<file path="config.mk">
export PLATFORM = sky130hd
export DESIGN_NAME = counter_seq
export DESIGN_NICKNAME = d
export VERILOG_FILES = /design/src/rtl/counter_seq.sv
export SDC_FILE = /design/constraint.sdc
export NUM_CORES = 1
export LEC_CHECK = 0
export ABC_AREA = 1
export CAP_MARGIN = 0
export CORE_MARGIN = 2
export CORE_UTILIZATION = 25
export CTS_CLUSTER_DIAMETER = 30
export DETAILED_ROUTE_END_ITERATION = 10
export SLEW_MARGIN = 25
export SYNTH_ARGS = -nofsm -noshare
export SYNTH_HDL_FRONTEND = slang
export SYNTH_SLANG_ARGS = --single-unit
</file>
<file path="constraint.sdc">
create_clock -name clk -period 2.1 [get_ports clk]
set_input_delay 0.42 -clock clk [delete_from_list [all_inputs] [get_ports clk]]
set_output_delay 0.42 -clock clk [all_outputs]
set_load 0.01 [all_outputs]
</file>
<file path="src/rtl/counter_seq.sv">
// counter_seq: command sequencer driving an up/down counter's load/enable pins.
// Runs one count period per job, optionally auto-reloading, and counts completed periods.
module counter_seq #(
  parameter int WIDTH = 4
) (
  input  logic             clk,
  input  logic             rst_n,
  input  logic             cmd_valid,
  output logic             cmd_ready,
  input  logic [WIDTH-1:0] cmd_start,
  input  logic             cmd_dir,
  input  logic             cmd_reload,
  input  logic             abort,
  input  logic             cnt_zero,
  input  logic             cnt_max,
  output logic             load_n,
  output logic [WIDTH-1:0] data_load,
  output logic             ce,
  output logic             up_down,
  output logic             busy,
  output logic             done,
  output logic [7:0]       periods
);

  localparam logic [1:0] S_IDLE = 2'd0;
  localparam logic [1:0] S_LOAD = 2'd1;
  localparam logic [1:0] S_RUN  = 2'd2;
  localparam logic [1:0] S_DONE = 2'd3;

  logic [1:0]       state_q, state_d;
  logic [WIDTH-1:0] start_q, start_d;
  logic             dir_q, dir_d;
  logic             reload_q, reload_d;
  logic [7:0]       periods_q, periods_d;
  logic             term;

  assign term      = dir_q ? cnt_max : cnt_zero;
  assign data_load = start_q;
  assign up_down   = dir_q;
  assign periods   = periods_q;

  always_comb begin
    state_d   = state_q;
    start_d   = start_q;
    dir_d     = dir_q;
    reload_d  = reload_q;
    periods_d = periods_q;
    cmd_ready = 1'b0;
    load_n    = 1'b1;
    ce        = 1'b0;
    busy      = 1'b1;
    done      = 1'b0;
    unique case (state_q)
      S_IDLE: begin
        cmd_ready = 1'b1;
        busy      = 1'b0;
        if (cmd_valid) begin
          start_d   = cmd_start;
          dir_d     = cmd_dir;
          reload_d  = cmd_reload;
          periods_d = 8'd0;
          state_d   = S_LOAD;
        end
      end
      S_LOAD: begin
        load_n  = abort;
        state_d = abort ? S_IDLE : S_RUN;
      end
      S_RUN: begin
        // abort wins over the terminal flag
        ce = ~term & ~abort;
        if (abort)
          state_d = S_IDLE;
        else if (term)
          state_d = S_DONE;
      end
      S_DONE: begin
        done = ~abort;
        if (abort) begin
          state_d = S_IDLE;
        end else begin
          if (periods_q != 8'hff)
            periods_d = periods_q + 8'd1;
          state_d = reload_q ? S_LOAD : S_IDLE;
        end
      end
      default: state_d = S_IDLE;
    endcase
  end

  always_ff @(posedge clk or negedge rst_n) begin
    if (!rst_n) begin
      state_q   <= S_IDLE;
      start_q   <= '0;
      dir_q     <= 1'b0;
      reload_q  <= 1'b0;
      periods_q <= 8'd0;
    end else begin
      state_q   <= state_d;
      start_q   <= start_d;
      dir_q     <= dir_d;
      reload_q  <= reload_d;
      periods_q <= periods_d;
    end
  end

endmodule

</file>
==> out/results.ini, run 1 <==
[run_status]
outcome = finished clean

[clock_network]
clockRootBuffer = clkbuf_4
clkLatencyLatePin_ns = 0.29
postCtsSetupBuffers = 0
clkTransAtPathRegs_ns = 0.10
postCtsHoldBufs = 0
clkSinkCount = 16
clockBufferDepth = 2
cts_inserted_buffers = 3
htreeDepth = 1
cts_tree = yes

[detailed_routing]
drt_pass1_iterations = 4
drc = 0
top_layer_used = met4
wirelength_mm = 1.94
antenna_left = 0
wl_met2_um = 940
vias = 817
avgRoutedWirePerCell_um = 10.4
wl_met1_um = 861
wl_met3_um = 95
vias_per_cell = 4.39
drt_iter0_markers = 23

[yosys]
syn_area_per_cell_um2 = 8.50
muxShareOfSynthArea_pct = 7.57
synth_nets = 118
synth_top_family_by_area = simple AND/OR/NAND/NOR gates
synth-xor-area-share_pct = 0
synth_top_area_share_pct = 44.9
synth_area_leaders = dfrtp_1 45%, nand2_1 11%, o21ai_2 7.9%
synthCells = 105
ys_ff_latch = 16
yosys_warnings = 0
yosys.area_share.adder_pct = 1.40
yosysUniqueCellTypes = 17
synth_compound_area_share_pct = 12.2
synth_top_area_cell = dfrtp_1
ys_seq_area_share_pct = 44.9
syn_area_um2 = 892
synthSimpleGateAreaFrac_pct = 27.2

[sta]
rsz0062_at_grt = no
slew_headroom_pct = 80.3
fmaxAchievable_mhz = 492
min_period_ns = 2.03
tightestPinTransition_ns = 0.294
finalClockSkew_ns = 0.00441
final.period_utilization_pct = 96.8
slew_viol_final = 0
final-setup-viol-count = 0
layout_setup_ws_ns = 0.0680
hold_viol = 0

[placement]
hpwl_mm = 1.49
dpl.cell_count = 182
postPlaceCellArea_um2 = 1250
port_buffers = 29
routabilityCongestion = 0.760
post-place-ws_ns = -0.0208

[critical_path]
startpoint = abort
worstSetupPathType = input port to output port
slowest_stage = clkdlybuf4s50_1
reg2reg_setup_slack_ns = 0.68
crit_cells = 4
endpoint_kind = output port
reg2reg_depth = 7
crit_path_frequent_cell = clkdlybuf4s50_1
crit_family = buffers and inverters
crit_end = load_n
critPathBufInv = 3
r2r-end = periods[2]
cp_data_arrival_time_ns = 1.61
cp_cell_sequence = clkdlybuf4s50_1 -> inv_1 -> nand3_1 -> clkdlybuf4s50_1
crit_fanout = 3
r2r_start = periods[1]
worstPathRequired_ns = 1.68
critPathLaunchType = input port
slowest_delay_ns = 0.55

[pwr]
total_power_w = 0.00129
vdd_drop_max_mv = 0.377
p_per_area_nw_per_um2 = 1010
p_leak_nw = 0.571

[die]
dieWidth_um = 63.7
num_io_pins = 30
coreArea_um2 = 3390
die_area_um2 = 4060
die_y_um = 63.7
start_util_pct = 26.3
rows = 21

[grt]
grt_pass1_wl_mm = 3.24
grt_use_total_pct = 10.3
grt_pass1_vias = 729
grt_overflow = 0
grt_max_degree = 17
antenna_found_initial = 0

[finish]
utilization_pct = 37.9
fin_cells = 186
nFillCells = 350
insertedDiodeCount = 0
drive_above_1_share_pct = 17.1
area_growth_pct = 44.2
final_area_um2 = 1290
final_nets = 154

[job]
maxCapViolCount = 0

[worst_hold_path]
min_path_type = input port to asynchronous set/reset pin

registers in the layout, summed over array words and instances (netlist names):
| name | count |
|---|---|
| data_load | 4 |
| state_q | 2 |
| periods | 8 |
| reload_q | 1 |
| up_down | 1 |
final cells by class:
cell class	instances	area [um^2]	area share (%)
clock buffer	4	36.3	2.82
tap	46	57.6	4.47
sequential	16	400	31.1
timing repair buffer	32	312	24.2
inverter	13	48.8	3.79
multi-input combinational	75	432	33.6
metal layers:
layer	vias up	track usage (%)
li1	412	-
met1	380	13.1
met2	20	16.4
met3	5	2.46
met4	0	4.89
met5	-	0
cells by family after synthesis:
family	Yosys count
mux	6
buf+inv	14
fa+ha+maj	1
simple gates	54
compound gates	14
flops	16
per-stage QoR:
stage / setup TNS (ns) / hold WS, ns
2_1_floorplan: 0 / 0.124
3_3_place_gp: 0 / 0.477
3_5_place_dp: -0.0208 / 0.484
4_1_cts: 0 / 0.429
5_1_grt: 0 / 0.431
6_report: 0 / 0.437
where the power goes:
| group | leakage, nW | switching [W] | internal (W) |
|---|---|---|---|
| Combinational | 0.343 | 0.000328 | 0.000290 |
| Clock | 0.0210 | 0.000101 | 0.000106 |
| Sequential | 0.207 | 0.0000716 | 0.000397 |
worst min path at each step:
stage                            start  slack [ns]           end  cells past startpoint
after floorplan                  rst_n        0.12  data_load[0]                      0
after global placement    data_load[1]        0.48  data_load[1]                      1
after detailed placement  data_load[2]        0.48  data_load[2]                      1
after CTS                        rst_n        0.43  data_load[0]                      2
after global routing             rst_n        0.43  data_load[0]                      2
final                            rst_n        0.44  data_load[0]                      2
cells in the mapped netlist:
cell	n
inv_2	1
inv_1	12
o211ai_1	1
nor2_1	9
ha_1	1
nand3_1	12
buf_6	1
dfrtp_1	16
o21ai_2	8
nand2_1	25
o21ai_0	2
nor2_2	2
mux2_1	6
a31oi_1	1
nand2_2	5
nand2_4	1
o21bai_1	2
worst reg2reg max path, stage by stage, from the launching register on:
cell	delay (ns)
dfrtp_1	0.43
ha_1	0.19
nand2_1	0.10
nor2_1	0.11
nand3_1	0.12
nand2_4	0.23
nand2_1	0.11
o21ai_2	0.06
placed cells by master (no fill, tap or decap):
cell / synthesis / routed
dfrtp_1: 16 / 16
inv_2: 1 / 1
nand3_1: 12 / 12
ha_1: 1 / 1
nor2_2: 2 / 2
nand2_1: 25 / 25
inv_1: 12 / 12
o21bai_1: 2 / 2
dlygate4sd2_1: 0 / 1
nor2_1: 9 / 9
a31oi_1: 1 / 1
nand2_4: 1 / 1
clkbuf_4: 0 / 3
o21ai_2: 8 / 8
o211ai_1: 1 / 1
buf_4: 0 / 3
o21ai_0: 2 / 2
clkdlybuf4s50_1: 0 / 28
clkbuf_8: 0 / 1
mux2_1: 6 / 6
nand2_2: 5 / 5
timing repair:
action	in CTS	in global routing
gates resized for setup	1	0
endpoints found under the hold margin	0	0
setup endpoints to repair	1	0
(Power assumes the default switching activity.)
==> run 2, diff against run 1 <==
--- a/config.mk
+++ b/config.mk
@@ -6,6 +6,7 @@
 export NUM_CORES = 1
 export LEC_CHECK = 0
 export ABC_AREA = 1
+export ABC_CLOCK_PERIOD_IN_PS = 2100
 export CAP_MARGIN = 0
 export CORE_MARGIN = 2
 export CORE_UTILIZATION = 25
==> results of run 2 <==
Final layout, timing and power as in run 1 (identical DEF).
